==> src/rtl/vga_frame_monitor.sv <==
// Pixel-clock sink for the VGA generator stream: rebuilds x/y from sync/blank,
// checks line/frame geometry, accumulates an RGB checksum and samples one probe pixel.
module vga_frame_monitor #(
    parameter int H_ACTIVE = 640,
    parameter int V_ACTIVE = 480,
    parameter int H_TOTAL  = 800
) (
    input  logic        VGA_clk,
    input  logic        rst,
    input  logic [7:0]  VGA_R,
    input  logic [7:0]  VGA_G,
    input  logic [7:0]  VGA_B,
    input  logic        VGA_hSync,
    input  logic        VGA_vSync,
    input  logic        blank_n,
    input  logic [9:0]  probe_x,
    input  logic [9:0]  probe_y,
    output logic [7:0]  probe_R,
    output logic [7:0]  probe_G,
    output logic [7:0]  probe_B,
    output logic        probe_valid,
    output logic [15:0] checksum,
    output logic        frame_done,
    output logic        frame_ok,
    output logic        err_h,
    output logic        err_v,
    output logic        locked,
    output logic [7:0]  frame_count
);

    localparam logic [9:0]  H_ACT = 10'(H_ACTIVE);
    localparam logic [9:0]  V_ACT = 10'(V_ACTIVE);
    localparam logic [10:0] H_TOT = 11'(H_TOTAL);

    typedef enum logic [1:0] {S_IDLE, S_ARM, S_FRAME} state_t;

    // input stages
    logic [7:0] r_s1_r, r_s1_g, r_s1_b;
    logic       r_s1_hs, r_s1_vs, r_s1_bl;
    logic [9:0] r_s1_px, r_s1_py;
    logic       r_s2_hs, r_s2_vs, r_s2_bl;

    always_ff @(posedge VGA_clk or posedge rst) begin
        if (rst) begin
            r_s1_r  <= '0;
            r_s1_g  <= '0;
            r_s1_b  <= '0;
            r_s1_hs <= 1'b0;
            r_s1_vs <= 1'b0;
            r_s1_bl <= 1'b0;
            r_s1_px <= '0;
            r_s1_py <= '0;
            r_s2_hs <= 1'b0;
            r_s2_vs <= 1'b0;
            r_s2_bl <= 1'b0;
        end else begin
            r_s1_r  <= VGA_R;
            r_s1_g  <= VGA_G;
            r_s1_b  <= VGA_B;
            r_s1_hs <= VGA_hSync;
            r_s1_vs <= VGA_vSync;
            r_s1_bl <= blank_n;
            r_s1_px <= probe_x;
            r_s1_py <= probe_y;
            r_s2_hs <= r_s1_hs;
            r_s2_vs <= r_s1_vs;
            r_s2_bl <= r_s1_bl;
        end
    end

    logic w_hs_fall, w_vs_fall, w_bl_fall;
    assign w_hs_fall = r_s2_hs & ~r_s1_hs;
    assign w_vs_fall = r_s2_vs & ~r_s1_vs;
    assign w_bl_fall = r_s2_bl & ~r_s1_bl;

    // state machine
    state_t r_state, w_state_nxt;
    logic   w_close;

    always_ff @(posedge VGA_clk or posedge rst) begin
        if (rst) r_state <= S_IDLE;
        else     r_state <= w_state_nxt;
    end

    always_comb begin
        w_state_nxt = r_state;
        w_close     = 1'b0;
        case (r_state)
            S_IDLE:  w_state_nxt = S_ARM;
            S_ARM:   if (w_vs_fall) w_state_nxt = S_FRAME;
            S_FRAME: if (w_vs_fall) w_close = 1'b1;
            default: w_state_nxt = S_IDLE;
        endcase
    end

    // working registers for the open frame
    logic [9:0]  r_x, r_y;
    logic [10:0] r_hcnt;
    logic        r_hseen, r_errh_w, r_errv_w, r_phit_w;
    logic [15:0] r_cks_w;
    logic [7:0]  r_pr_w, r_pg_w, r_pb_w;

    logic [9:0]  w_x_nxt, w_y_nxt;
    logic [10:0] w_hcnt_nxt;
    logic        w_hseen_nxt, w_errh_nxt, w_errv_nxt, w_phit_nxt;
    logic [15:0] w_cks_nxt;
    logic [7:0]  w_pr_nxt, w_pg_nxt, w_pb_nxt;
    logic        w_probe_in;

    assign w_probe_in = (r_s1_px < H_ACT) && (r_s1_py < V_ACT);

    // pixel effects first, then the line edge, so a same-cycle close sees the counted line
    always_comb begin
        w_x_nxt     = r_x;
        w_y_nxt     = r_y;
        w_hcnt_nxt  = (r_hcnt == 11'h7FF) ? r_hcnt : r_hcnt + 11'd1;
        w_hseen_nxt = r_hseen;
        w_errh_nxt  = r_errh_w;
        w_cks_nxt   = r_cks_w;
        w_phit_nxt  = r_phit_w;
        w_pr_nxt    = r_pr_w;
        w_pg_nxt    = r_pg_w;
        w_pb_nxt    = r_pb_w;
        if (r_s1_bl) begin
            w_x_nxt   = (r_x == 10'h3FF) ? r_x : r_x + 10'd1;
            w_cks_nxt = r_cks_w + {8'h00, r_s1_r ^ r_s1_g ^ r_s1_b};
            if (w_probe_in && r_x == r_s1_px && r_y == r_s1_py) begin
                w_phit_nxt = 1'b1;
                w_pr_nxt   = r_s1_r;
                w_pg_nxt   = r_s1_g;
                w_pb_nxt   = r_s1_b;
            end
        end
        if (w_bl_fall) begin
            if (r_x != H_ACT) w_errh_nxt = 1'b1;
            w_y_nxt = (r_y == 10'h3FF) ? r_y : r_y + 10'd1;
            w_x_nxt = '0;
        end
        if (w_hs_fall) begin
            if (r_hseen && r_hcnt != H_TOT) w_errh_nxt = 1'b1;
            w_hcnt_nxt  = 11'd1;
            w_hseen_nxt = 1'b1;
        end
        w_errv_nxt = r_errv_w | r_s1_bl | (w_y_nxt != V_ACT);
    end

    always_ff @(posedge VGA_clk or posedge rst) begin
        if (rst) begin
            r_x      <= '0;
            r_y      <= '0;
            r_hcnt   <= '0;
            r_hseen  <= 1'b0;
            r_errh_w <= 1'b0;
            r_errv_w <= 1'b0;
            r_cks_w  <= '0;
            r_phit_w <= 1'b0;
            r_pr_w   <= '0;
            r_pg_w   <= '0;
            r_pb_w   <= '0;
        end else if (r_state != S_FRAME || w_close) begin
            r_x      <= '0;
            r_y      <= '0;
            r_hcnt   <= '0;
            r_hseen  <= 1'b0;
            r_errh_w <= 1'b0;
            r_errv_w <= 1'b0;
            r_cks_w  <= '0;
            r_phit_w <= 1'b0;
            r_pr_w   <= '0;
            r_pg_w   <= '0;
            r_pb_w   <= '0;
        end else begin
            r_x      <= w_x_nxt;
            r_y      <= w_y_nxt;
            r_hcnt   <= w_hcnt_nxt;
            r_hseen  <= w_hseen_nxt;
            r_errh_w <= w_errh_nxt;
            r_errv_w <= 1'b0 | r_errv_w;
            r_cks_w  <= w_cks_nxt;
            r_phit_w <= w_phit_nxt;
            r_pr_w   <= w_pr_nxt;
            r_pg_w   <= w_pg_nxt;
            r_pb_w   <= w_pb_nxt;
        end
    end

    // frame-close results
    logic [1:0] r_run, w_run_nxt;
    logic       w_good;

    assign w_good    = ~(w_errh_nxt | w_errv_nxt);
    assign w_run_nxt = !w_good ? 2'd0 : (r_run == 2'd2) ? 2'd2 : r_run + 2'd1;

    always_ff @(posedge VGA_clk or posedge rst) begin
        if (rst) begin
            probe_R     <= '0;
            probe_G     <= '0;
            probe_B     <= '0;
            probe_valid <= 1'b0;
            checksum    <= '0;
            frame_done  <= 1'b0;
            frame_ok    <= 1'b0;
            err_h       <= 1'b0;
            err_v       <= 1'b0;
            locked      <= 1'b0;
            frame_count <= '0;
            r_run       <= '0;
        end else begin
            frame_done <= w_close;
            if (w_close) begin
                probe_R     <= w_pr_nxt;
                probe_G     <= w_pg_nxt;
                probe_B     <= w_pb_nxt;
                probe_valid <= w_phit_nxt;
                checksum    <= w_cks_nxt;
                frame_ok    <= w_good;
                err_h       <= w_errh_nxt;
                err_v       <= w_errv_nxt;
                frame_count <= frame_count + 8'd1;
                r_run       <= w_run_nxt;
                locked      <= (w_run_nxt == 2'd2);
            end
        end
    end

endmodule

==> config.mk <==
export PLATFORM = sky130hd
export DESIGN_NAME = vga_frame_monitor
export DESIGN_NICKNAME = d
export VERILOG_FILES = /design/src/rtl/vga_frame_monitor.sv
export SDC_FILE = /design/constraint.sdc
export NUM_CORES = 1
export LEC_CHECK = 0
export BUFFER_PORTS_ARGS = -buffer_cell sky130_fd_sc_hd__buf_2
export CAP_MARGIN = 10
export CORE_MARGIN = 2
export CORE_UTILIZATION = 55
export DETAILED_ROUTE_END_ITERATION = 8
export PLACE_DENSITY = 0.83
export SYNTH_ARGS = -nofsm -noshare
export SYNTH_HDL_FRONTEND = slang
export SYNTH_SLANG_ARGS = --single-unit
export TNS_END_PERCENT = 30
==> constraint.sdc <==
create_clock -name VGA_clk -period 7.2 [get_ports VGA_clk]
set_clock_uncertainty 0.1 [all_clocks]
set_input_delay 1.44 -clock VGA_clk [delete_from_list [all_inputs] [get_ports VGA_clk]]
set_output_delay 1.44 -clock VGA_clk [all_outputs]
set_load 0.01 [all_outputs]
# --- Word-level counts from Yosys, hierarchy flattened ---
# Cells that the tools add are included.
totals:
  elab_cells: 117
  ff_bits: 182
classes:
  reduce_logical: 10
  bitwise_logic: 12
  muxes: 37
  add_sub_neg: 6
  n_lt_le_gt_ge: 2
  eq_ne: 16
op_table:
  columns: ["op", "count"]
  rows:
  - ["2-to-1 mux 8 bit", 9]
  - ["2-to-1 mux 10 bit", 7]
  - ["2-to-1 mux 11 bit", 3]
  - ["2-to-1 mux 16 bit", 2]
  - ["adder 10 x 1 -> 10 bit (second input constant)", 2]
  - ["equality test 10 bit", 2]
  - ["equality test 10 bit (second input constant)", 2]
  - ["adder 16 x 8 -> 16 bit", 1]
  - ["XOR 8 bit", 2]
  - ["2-to-1 mux 1 bit", 12]
  - ["adder 11 x 1 -> 11 bit (second input constant)", 1]
  - ["equality test 11 bit (second input constant)", 1]
  - ["!= test 11 x 10 -> 1 bit (second input constant)", 1]
  - ["less-than comparator 10 bit (second input constant)", 1]
  - ["less-than comparator 10 x 9 -> 1 bit (second input constant)", 1]
  - ["!= test 10 bit (second input constant)", 1]
  - ["!= test 10 x 9 -> 1 bit (second input constant)", 1]
  - ["adder 8 x 1 -> 8 bit (second input constant)", 1]
  - ["equality test 2 bit (second input constant)", 3]
  - ["2-to-1 mux 2 bit", 3]
  - ["!= test 3 x 2 -> 1 bit (second input constant)", 2]
  - ["one-hot mux 2 bit (3 select lines)", 1]
  - ["NOT 1 bit", 5]
  - ["logical AND 1 bit", 4]
  - ["10 further kinds", 15]

# --- Depth between registers and ports, before layout ---
logic_depth:
  depth_word: 8
  mapped_depth: 11
  ltp_nobuf: 11

# --- Least setup slack after synthesis ---
# No wires, ideal clock.
synth_path:
  path_kind: "register to register"
  start: "register r_s1_r[0]"
  end: "register checksum[14]"
  path_stages_with_launch: 12
  t_arrival_ps: 2402
  setup_time_ps: 133
  synth_period_minus_slack_ps: 2635
  slack_ps: 4565
  required_time_ps: 6967
  path_cell_list: "dfrtp_1 xnor2_1 xnor2_1 ha_1 inv_1 fa_1 nor2b_1 o21a_1 o21ai_0 a2111oi_0 xnor2_1 o21ai_0"
synth_via:
  elab_chain_cells: 4
synth_lines:
  columns: ["item", "line", "source"]
  rows:
  - ["start: declaration", "38", "logic [7:0] r_s1_r, r_s1_g, r_s1_b;"]
  - ["start signal: assignment", "45", "r_s1_r <= '0;"]
  - ["start signal: assignment", "57", "r_s1_r <= VGA_R;"]
  - ["XOR 8 bit (2 in a row)", "126", "w_cks_nxt = r_cks_w + {8'h00, r_s1_r ^ r_s1_g ^ r_s1_b};"]
  - ["adder 16 x 8 -> 16 bit", "126", null]
  - ["2-to-1 mux 16 bit", "124", "if (r_s1_bl) begin"]
  - ["end signal: assignment", "215", "checksum <= w_cks_nxt;"]
  - ["end: declaration", "22", "output logic [15:0] checksum,"]
# Every way passes these cells.
# A chain may end at the register's enable or synchronous reset.

# --- Worst setup path in the final report ---
layout_path:
  start: "register r_s1_bl"
  end: "register probe_G[2]"
layout_via:
  elab_chain_cells: 1
layout_lines:
  columns: ["item", "line", "source"]
  rows:
  - ["start: declaration", "39", "logic r_s1_hs, r_s1_vs, r_s1_bl;"]
  - ["start signal: assignment", "62", "r_s1_bl <= blank_n;"]
  - ["2-to-1 mux 8 bit", "124", null]
  - ["end signal: assignment", "212", "probe_G <= w_pg_nxt;"]
  - ["end: declaration", "19", "output logic [7:0] probe_G,"]
# Every way passes these cells.

==> results.md <==
* 1st-iter DRT viols at 539
* GRT Util Overall at 0.224
* Min Tclk post-route at 3.15 ns
* Port Buf Inserts at 102
* FILL cells at 1,101
* Worst min-delay path category: flip-flop to flip-flop
* Initial antenna violation count at 0
* Sw Share at 0.254
* Gpl congestion at 0.856
* H-Tree Level Count at 4
* Worst-case reg-to-reg path depth at 5
* GRT Residual Overflow at 0
* Final WL at 15,800 um
* Area post-placement at 8370 um2
* Num rows at 43
* DP HPWL at 10,500 um
* DR DRC count at 0
* Clock transition at the registers of the reported paths at 0.07 ns
* Max-cap violations at 0
* Sequential power share at 0.502
* Per-cell routed wire length at 15.8 um
* CTS Sinks at 182
* ANT cells at 0
* CP arrival at 3.31 ns
* Final Hold Viols at 0
* Worst-margin pin slew at 1.13 ns
* Die Y-Extent at 122 um
* Multi-input gate area at 2990 um2
* Worst reg-to-reg setup slack at 4.05 ns
* Via count at 5,513
* Comb power frac at 0.084
* Clock power share at 0.413
* Root Driver: clkbuf_16
* FF+latch count, synth at 182
* Startpoint Class: flip-flop
* Critical path startpoint: r_s1_bl
* Final Instance Area at 8950 um2
* Final #Nets at 871
* Syn_nets at 779
* Ys async rst share at 1.00
* CTS Hold Bufs at 0
* Vias per inst at 5.52
* Initial Util at 0.561
* Hold Path Stages at 0
* Cell Area, Synth at 7720 um2
* DR pass1 iterations at 7
* Layout cells sized above 1 at 0.182
* Die area at 15,000 um2
* Unrepaired setup endpoints after global routing: no
* Finished Layout Cells at 999
* Synthesized instance count at 714
* Hold Slack at 0.281 ns
* Leak at 4.24 nW
* EDFF count, synth at 0
* VDD IR max at 0.198 mV
* Avg Inst Size Synth at 10.8 um2
* Crit end category: flip-flop
* Register area share after synthesis at 0.590
* Max-slew headroom at 0.246
* Setup bufs post-CTS at 0
* Number of global-route vias before repair at 5,161
* Core Util, Final at 0.650
* Worst skew pair latency at 0.44 ns
* Pin count of the biggest net entering global routing at 119
* Register cell area after layout at 4550 um2
* Int Pwr at 1.63 mW
* I/O pin cnt at 103
* Final Max Tran Viols at 0
* Prevailing post-synth register cell: dfrtp_1
* Dpl cells at 967
* Area Growth Syn to Fin at 15.9%
* Antenna-violating nets left at 0
* Most common cell after layout, fill and taps aside: dfrtp_1
* Synth Warn # at 0
* Overall Power at 2.19 mW
* CTS Buffer Depth at 2
* DP Worst Slack at 3.93 ns
* Most frequent cells in the layout: dfrtp_1 (182), buf_2 (102), nor2_1 (94)
* Outcome: finished clean
* Setup violators final at 0
* Core Region at 13,800 um2
* PwrDens at 244 nW/um2
* Final WS setup at 4.05 ns
* Fmax at 318 MHz
* Sw Pwr at 556 uW
* Synth cell types at 49
* Capturing point of the worst reg2reg path: probe_G[2]
* Worst hold path startpoint: r_s1_hs
* CTS tree: built
* Critical path required time at 7.37 ns
* Die width at 122 um
* RR Startpoint: r_s1_bl
* Tcrit/Tclk final at 0.437
* PostCTS Resize Cnt at 0
* Kind of critical path: flip-flop to flip-flop
* Hold endpoint: r_s2_hs
* Setup TNS at 0 ns
* Cts bufs inserted at 17
* First-pass GRT wire length at 25,800 um
* CP Max Fanout at 25
-- power groups by stage --
| stage | sequential, mW | clock (mW) | combinational [mW] |
|---|---|---|---|
| final | 1.10 | 0.905 | 0.185 |
| after detailed placement | 1.12 | 0 | 0.187 |
| after global placement | 1.12 | 0 | 0.182 |
| after floorplan | 1.12 | 0 | 0.104 |
| after global routing | 1.10 | 0.962 | 0.209 |
| after CTS | 1.10 | 0.915 | 0.188 |
-- logic make-up (layout without fill, tap and decap cells) --
logic type               after synthesis  in the layout  synth area share
flip-flops                           182            182             0.590
adder cells (fa/ha/maj)               16             16            0.0269
buffers and inverters                 49            154            0.0256
multiplexers                          29             29            0.0378
AO/OA/AOI/OAI                        112            112            0.0868
XOR/XNOR                              67             67            0.0760
AND/OR/NAND/NOR                      259            259             0.157
-- synthesized netlist by cell type (all sizes together) (4+ instances only) --
master	instances	share of area
dfrtp	182	0.59
nor2	95	0.047
nand2	67	0.033
o21ai	58	0.038
xnor2	51	0.058
mux2i	28	0.036
clkbuf	23	0.011
a21oi	19	0.012
nand3	19	0.012
inv	17	0.0083
nand4	16	0.013
xor2	16	0.018
ha	15	0.024
nor3	14	0.0091
nor2b	10	0.0081
buf	9	0.0062
nand2b	7	0.0060
a211oi	6	0.0058
a31oi	5	0.0041
and3	5	0.0041
or3	5	0.0041
and4	4	0.0049
nor4	4	0.0032
o21a	4	0.0039
-- registers in the layout, summed over array words and instances (netlist names), 2 cells and up --
register,flops
probe_R,8
probe_G,8
checksum,16
r_pr_w,8
r_pb_w,8
r_hcnt,11
r_y,10
r_s1_g,8
probe_B,8
r_state,2
r_s1_b,8
frame_count,8
r_x,10
r_run,2
r_s1_py,10
r_cks_w,16
r_pg_w,8
r_s1_px,10
r_s1_r,8
-- final cells by class --
type / instances / share of cell area
multi-input combinational: 483 / 0.334
clock buffer: 18 / 0.0490
tap: 180 / 0.0252
inverter: 17 / 0.00769
clock inverter: 14 / 0.0157
sequential: 182 / 0.509
timing repair buffer: 105 / 0.0595
-- how the worst max path moves through the flow --
stage | end | depth (start not counted)
global route | probe_R[2] | 5
finish | probe_G[2] | 5
floorplan | checksum[0] | 1
CTS | probe_G[2] | 5
global placement | checksum[12] | 3
detailed placement | checksum[9] | 3
-- metal layers --
metal	wire length, um	up-vias	GRT usage
li1	-	2628	-
met1	7190	2701	0.314
met2	7490	156	0.343
met3	768	28	0.0539
met4	325	0	0.0841
met5	0	-	0
-- worst max-delay path, stage by stage, from the launching register on --
cell	delay [ns]
dfrtp_1	0.74
inv_1	0.37
nor4_1	0.51
o2111ai_4	0.66
mux2i_1	0.42
o21ai_0	0.14
Note: power is estimated with default switching activity, not from simulation.
